--- src/rtl/uart_pkg.sv ---
// Shared definitions for the UART transmit arbiter.
//   - default parameter values for data width, requester count, busy-wait limit
//   - 3-bit FSM state encoding used by uart_tx_arbiter
package uart_pkg;

  localparam int DEF_DATA_LENGTH = 8;
  localparam int DEF_NUM_REQ     = 4;
  localparam int DEF_WAIT_LIMIT  = 4;

  typedef enum logic [2:0] {
    ST_IDLE      = 3'd0,
    ST_GRANT     = 3'd1,
    ST_LAUNCH    = 3'd2,
    ST_WAIT_BUSY = 3'd3,
    ST_WAIT_DONE = 3'd4
  } arb_state_t;

endpackage

--- src/rtl/rr_arbiter.sv ---
// Combinational round-robin winner search.
// Ports:
//   req          in  : request vector, one bit per requester
//   ptr          in  : index where the search starts (highest priority)
//   grant_onehot out : one-hot winner, zero when nothing is requested
//   grant_idx    out : binary index of the winner, zero when nothing is requested
//   any_req      out : at least one request bit is set
module rr_arbiter
  import uart_pkg::*;
#(
  parameter  int NUM_REQ = DEF_NUM_REQ,
  localparam int IDX_W   = $clog2(NUM_REQ)
) (
  input  logic [NUM_REQ-1:0] req,
  input  logic [IDX_W-1:0]   ptr,
  output logic [NUM_REQ-1:0] grant_onehot,
  output logic [IDX_W-1:0]   grant_idx,
  output logic               any_req
);

  // Each requester's priority is its circular distance from ptr; the
  // requesting entry with the smallest distance wins.
  always_comb begin
    int w_dist;
    int w_best;
    w_dist    = 0;
    w_best    = NUM_REQ;
    grant_idx = '0;
    for (int i = 0; i < NUM_REQ; i++) begin
      w_dist = i - int'(ptr);
      if (w_dist < 0) w_dist = w_dist + NUM_REQ;
      if (req[i] && (w_dist < w_best)) begin
        w_best    = w_dist;
        grant_idx = IDX_W'(i);
      end
    end
    any_req = |req;
    grant_onehot = '0;
    for (int i = 0; i < NUM_REQ; i++) begin
      grant_onehot[i] = any_req && (grant_idx == IDX_W'(i));
    end
  end

endmodule

--- src/rtl/uart_tx_arbiter.sv ---
// Round-robin arbiter that shares one UART TX core among NUM_REQ requesters.
// Ports:
//   CLK, RST       : clock, asynchronous active-high reset
//   req_valid      : per-requester request, held until acked
//   req_data       : packed bytes, requester i at [i*DATA_LENGTH +: DATA_LENGTH]
//   req_par_en     : per-requester parity enable
//   req_ack        : one-cycle one-hot pulse when a byte is captured
//   tx_busy        : busy flag from the UART TX core
//   tx_data_valid  : one-cycle launch strobe to the UART TX core
//   tx_p_data      : byte to the UART TX core, held until the next grant
//   tx_par_en      : parity enable to the UART TX core, held like tx_p_data
//   grant_id       : index of the current or last granted requester
//   arb_busy       : high whenever the FSM is not idle
//   tx_timeout     : sticky flag, core never raised tx_busy after a launch
//
// state        | meaning
// -------------+-----------------------------------------------------------
// ST_IDLE      | no frame in flight; waits for a request while core is idle
// ST_GRANT     | pick winner, capture its byte, pulse its ack
// ST_LAUNCH    | tx_data_valid high for this single cycle
// ST_WAIT_BUSY | wait up to WAIT_LIMIT cycles for the core to go busy
// ST_WAIT_DONE | core is transmitting; wait for tx_busy to fall
module uart_tx_arbiter
  import uart_pkg::*;
#(
  parameter  int DATA_LENGTH = DEF_DATA_LENGTH,
  parameter  int NUM_REQ     = DEF_NUM_REQ,
  parameter  int WAIT_LIMIT  = DEF_WAIT_LIMIT,
  localparam int IDX_W       = $clog2(NUM_REQ),
  localparam int WCNT_W      = (WAIT_LIMIT > 1) ? $clog2(WAIT_LIMIT) : 1
) (
  input  logic                           CLK,
  input  logic                           RST,
  input  logic [NUM_REQ-1:0]             req_valid,
  input  logic [NUM_REQ*DATA_LENGTH-1:0] req_data,
  input  logic [NUM_REQ-1:0]             req_par_en,
  output logic [NUM_REQ-1:0]             req_ack,
  input  logic                           tx_busy,
  output logic                           tx_data_valid,
  output logic [DATA_LENGTH-1:0]         tx_p_data,
  output logic                           tx_par_en,
  output logic [IDX_W-1:0]               grant_id,
  output logic                           arb_busy,
  output logic                           tx_timeout
);

  arb_state_t             r_state;
  arb_state_t             w_state_nxt;
  logic [IDX_W-1:0]       r_rr_ptr;
  logic [IDX_W-1:0]       r_grant_id;
  logic [DATA_LENGTH-1:0] r_p_data;
  logic                   r_par_en;
  logic                   r_timeout;
  logic [WCNT_W-1:0]      r_wait_cnt;

  logic [NUM_REQ-1:0]     w_grant_onehot;
  logic [IDX_W-1:0]       w_grant_idx;
  logic                   w_any_req;
  logic                   w_grant;
  logic                   w_timeout_hit;
  logic [DATA_LENGTH-1:0] w_sel_data;
  logic                   w_sel_par;

  rr_arbiter #(
    .NUM_REQ (NUM_REQ)
  ) u_rr (
    .req          (req_valid),
    .ptr          (r_rr_ptr),
    .grant_onehot (w_grant_onehot),
    .grant_idx    (w_grant_idx),
    .any_req      (w_any_req)
  );

  assign w_grant       = (r_state == ST_GRANT) && w_any_req;
  assign w_timeout_hit = (r_state == ST_WAIT_BUSY) && !tx_busy && (r_wait_cnt == '0);

  always_comb begin
    w_sel_data = '0;
    for (int i = 0; i < NUM_REQ; i++) begin
      if (w_grant_onehot[i]) w_sel_data = req_data[i*DATA_LENGTH +: DATA_LENGTH];
    end
    w_sel_par = |(req_par_en & w_grant_onehot);
  end

  always_comb begin
    w_state_nxt = r_state;
    case (r_state)
      ST_IDLE:      if (|req_valid && !tx_busy) w_state_nxt = ST_GRANT;
      // A requester may withdraw between IDLE and GRANT; with nobody left
      // there is nothing to launch, so fall back to IDLE without an ack.
      ST_GRANT:     w_state_nxt = w_any_req ? ST_LAUNCH : ST_IDLE;
      ST_LAUNCH:    w_state_nxt = ST_WAIT_BUSY;
      ST_WAIT_BUSY: begin
        if (tx_busy)            w_state_nxt = ST_WAIT_DONE;
        else if (w_timeout_hit) w_state_nxt = ST_IDLE;
      end
      ST_WAIT_DONE: if (!tx_busy) w_state_nxt = ST_IDLE;
      default:      w_state_nxt = ST_IDLE;
    endcase
  end

  always_ff @(posedge CLK or posedge RST) begin
    if (RST) begin
      r_state    <= ST_IDLE;
      r_rr_ptr   <= '0;
      r_grant_id <= '0;
      r_p_data   <= '0;
      r_par_en   <= 1'b0;
      r_timeout  <= 1'b0;
      r_wait_cnt <= '0;
    end else begin
      r_state <= w_state_nxt;
      if (w_grant) begin
        r_p_data   <= w_sel_data;
        r_par_en   <= w_sel_par;
        r_grant_id <= w_grant_idx;
        r_rr_ptr   <= (w_grant_idx == IDX_W'(NUM_REQ-1)) ? '0 : w_grant_idx + 1'b1;
      end
      // Down-counter loaded on the way into WAIT_BUSY; terminal count 0
      // together with tx_busy still low marks the WAIT_LIMIT-th cycle.
      if (r_state == ST_LAUNCH)
        r_wait_cnt <= WCNT_W'(WAIT_LIMIT-1);
      else if ((r_state == ST_WAIT_BUSY) && (r_wait_cnt != '0))
        r_wait_cnt <= r_wait_cnt - 1'b1;
      if (w_timeout_hit) r_timeout <= 1'b1;
    end
  end

  assign req_ack       = w_grant ? w_grant_onehot : '0;
  assign tx_data_valid = (r_state == ST_LAUNCH);
  assign arb_busy      = (r_state != ST_IDLE);
  assign tx_p_data     = r_p_data;
  assign tx_par_en     = r_par_en;
  assign grant_id      = r_grant_id;
  assign tx_timeout    = r_timeout;

endmodule

--- config.mk ---
export PLATFORM = sky130hd
export DESIGN_NAME = uart_tx_arbiter
export DESIGN_NICKNAME = d
export VERILOG_FILES = /design/src/rtl/uart_pkg.sv /design/src/rtl/rr_arbiter.sv /design/src/rtl/uart_tx_arbiter.sv
export SDC_FILE = /design/constraint.sdc
export NUM_CORES = 1
export LEC_CHECK = 0
export CELL_PAD_IN_SITES_DETAIL_PLACEMENT = 1
export CELL_PAD_IN_SITES_GLOBAL_PLACEMENT = 1
export CORE_MARGIN = 8
export CORE_UTILIZATION = 27
export CTS_BUF_LIST = sky130_fd_sc_hd__clkbuf_8 sky130_fd_sc_hd__clkbuf_16
export CTS_CLUSTER_SIZE = 10
export DETAILED_ROUTE_END_ITERATION = 16
export PLACE_DENSITY_LB_ADDON = 0.1
export SYNTH_ARGS = -nofsm -noshare
export SYNTH_HDL_FRONTEND = slang
export SYNTH_SLANG_ARGS = --single-unit
--- constraint.sdc ---
create_clock -name CLK -period 5.2 [get_ports CLK]
set_clock_uncertainty 0.2 [all_clocks]
set_input_delay 1.04 -clock CLK [delete_from_list [all_inputs] [get_ports CLK]]
set_output_delay 1.04 -clock CLK [all_outputs]
set_load 0.005 [all_outputs]
==> summary.md <==
| Metric | Value |
|---|---|
| Status | finished clean |
| Clk Tree Root Cell | clkbuf_8 |
| Initial cell density of the core | 27.5% |
| Count of input and output buffers | 60 |
| Critical Path End Type | primary output |
| Final Hold Viols | 0 |
| Total of hold buffers inserted after clock tree synthesis | 0 |
| Antenna violations before repair | 0 |
| Classification of the worst-slack hold path | flop to flop |
| Final weighted congestion in routability-driven placement | 0.873 |
| Setup slack of the worst register-to-register path | 1.00 ns |
| Beginning of the worst hold path | tx_timeout |
| Die outline area | 7690 µm² |
| Final critical-path share of the clock period | 96.5% |
| Die outline width | between 80 and 90 µm |
| Fin util | 45.1% |
| Worst slack, placed | -0.685 ns |
| H-Tree Level Count | 1 |
| FP Rows | 26 |
| Area of the placeable core | about 5000 µm² |
| Number of fill cells | 613 |
| Power density over cell area | 641 nW/µm² |
| Top-level port count | 61 |
| Combined area of all synthesized cells | about 1400 µm² |
| Dominant combinational cell family by area after synthesis | compound AO/OA/AOI/OAI gates |
| Final min period | approximately 5.0 ns |
| Flip-flop cell with the highest count after synthesis | dfrtp_1 |
| Placed instance area | 2170 µm² |
| Data arrival, critical path | 3.78 ns |
| Number of design-rule violations left by the first detailed-router iteration | 38 |
| Sum of negative setup slack | 0 ns |
| Total via count in the routed design | 1579 |
| Maximum clock insertion buffer count | 2 |
| Count of different cell masters after synthesis | 44 |
| Post-synth EDFFs | 0 |
| Max_cap viols | 0 |
| Most common cell after layout, fill and taps aside | clkdlybuf4s50_1 |
| Clock buffers created by TritonCTS | 3 |
| Routed length on met1 | 2370 µm |
| Number of instances in the placed design | 309 |
| Post-synthesis area per instance | 8.17 µm² |
| Instance count along the most critical hold path | 2 |
| Startpoint of the worst register-to-register path | r_rr_ptr[0] |
| Adder-cell share of the synthesized area | 4.50% |
| Worst-margin pin slew | ~0.8 ns |
| Highest ir drop seen on vdd | 0.290 mV |
| Critical path fanouts, max | 4 |
| Highest-count cells in the layout ignoring fill and taps | clkdlybuf4s50_1, buf_4, nor2_1, dfrtp_1, a21oi_1 |
| Final-stage net count | 296 |
| Multiplexer share of the synthesized area | 1.53% |
| Compound-gate portion of the synthesized area | between 30% and 40% |
| DP HPWL | approximately 4200 µm |
| Final setup violating endpoints | 0 |
| Final WL | around 5400 µm |
| Wire length of the first global-routing pass | 8480 µm |
| Clock tree from TritonCTS | done |
| Simple-gate share of the synthesized area | 22.5% |
| Final worst-path setup slack | 0.182 ns |
| First-pass iteration count of the detailed router | 4 |
| Cell leakage power | 0.963 nW |
| Max Clk Rate | 0.199 GHz |
| WHS | 0.272 ns |
| Diode insertion count for antenna repair | 0 |
| Pin count of the biggest net entering global routing | 20 |
| Number of nets produced by synthesis | 218 |
| Clock insertion delay at the later pin of the skew report | between 0.2 and 0.3 ns |
| Antenna Violating Nets Remaining | 0 |
| Post-synthesis xor/xnor area fraction | 0.631% |
| Combined global-route utilization of all metal layers | about 14% |
| Final Max Tran Viols | 0 |
| Final Instance Count excl. Fillers | between 300 and 400 |
| Die outline height | just under 90 µm |
| Overflow left after global routing | 0 |
| Met3 wire len | 300 µm |
| Min-Delay Endpoint | tx_timeout |
| Worst Path Required | 3.96 ns |
| Vias in the first global route | 1743 |
| Detailed route wirelength on metal2 | approximately 2700 µm |
| Depth of the most critical reg-to-reg path | 19 |
| WL/cell | ~17 µm |
| Total number of clock tree sinks | 19 |
| Drt drc | 0 |
| Multi-input logic area | approximately 900 µm² |
| Kind of start point of the critical path | input port |
| Max-slew headroom at the worst pin | 48.0% |
| Yosys warning count | 0 |
| Fraction of final layout cells with drive strength greater than 1 | 19.4% |
| Count of state elements after synthesis | 19 |
| Signed area change from the synthesized netlist to the final layout | 63.7% |
| Area used by sequential logic in the layout | 475 µm² |
| Seq/Total Area, Yosys | roughly a third |
| Category of the most critical setup path | input port to primary output |
| Cell area after layout | 2270 µm² |
| Fraction of registers with async set/reset | 100% |
| Via-per-instance ratio | 4.98 |
| Uppermost metal layer occupied by signal nets | met4 |
| Clock transition at path regs | 0.07 ns |
| End of the worst register-to-register path | tx_p_data[7] |
| Synthesized netlist cell count | 170 |
| Overall power of the completed layout | 1.46 mW |
## state kept, by name (all words and copies together), names as in the netlist
signal,count
tx_p_data,8
r_state,3
grant_id,2
r_rr_ptr,2
r_wait_cnt,2
tx_par_en,1
tx_timeout,1
## synthesized netlist by cell type, drive strengths merged (2+ instances only)
library cell  number  share of area, %
a21oi             18               6.5
a221oi             3               2.3
a22oi              2               1.1
a2bb2oi            6               3.8
a31oi              2               1.4
buf                5               2.3
clkbuf             4               1.1
dfrtp             19                34
ha                 5               4.5
inv               10               2.7
nand2             15               4.1
nand2b             4               1.8
nand3              5               1.8
nand3b             3               1.6
nor2              21               5.9
nor2b              4               1.8
o21a               2               1.1
o21ai             11               4.2
o221ai             5               3.2
o22ai              6               2.7
or3                3               1.4
## logic make-up (layout without fill, tap and decap cells)
family          Yosys count  in the layout
compound gates           62             62
simple gates             62             62
flops                    19             19
buf+inv                  19             96
fa+ha+maj                 5              5
mux                       2              2
xor+xnor                  1              1
## how the worst max path moves through the flow
| stage | start | end | slack [ns] |
|---|---|---|---|
| after floorplan | req_valid[0] | req_ack[3] | 0.09 |
| after global placement | req_valid[0] | req_ack[0] | -0.45 |
| after detailed placement | req_valid[0] | req_ack[0] | -0.68 |
| after CTS | req_valid[1] | req_ack[0] | 0.006 |
| after global routing | req_valid[0] | req_ack[3] | -0.01 |
| final | req_valid[0] | req_ack[3] | 0.18 |
## where the power goes
group	leakage, nW	internal [mW]	switching [mW]
Combinational	0.723	0.554	0.517
Clock	0.0255	0.0532	0.0503
Sequential	0.214	0.218	0.0636
## worst max-delay path, cell delays in order
cell	delay, ns
clkbuf_2	0.13
mux2i_2	0.24
a21oi_2	0.09
ha_1	0.29
o21ai_2	0.08
nor2b_4	0.18
o21ai_2	0.08
nand2_1	0.07
o21ai_1	0.07
ha_2	0.33
o32ai_2	0.07
a31oi_2	0.19
nor2_2	0.07
or2_1	0.25
ha_2	0.20
nand2_1	0.07
nor2_1	0.05
dlygate4sd2_1	0.27
## what timing repair did
item,CTS,global route
pin swaps,2,1
resized for setup,13,11
buffers inserted,2,2
endpoints found under the setup margin,4,3
## layout make-up
cell class	instances	area share [%]
inverter	10	1.65
clock inverter	1	0.220
tap	70	3.85
clock buffer	3	1.82
sequential	19	20.9
multi-input combinational	132	38.5
timing repair buffer	82	33.1
## routing by layer
| layer | vias up | global-route usage [%] |
|---|---|---|
| met4 | 0 | 2.50 |
| li1 | 778 | - |
| met3 | 2 | 3.85 |
| met5 | - | 0 |
| met2 | 37 | 25.1 |
| met1 | 762 | 16.1 |
(Power assumes the default switching activity.)
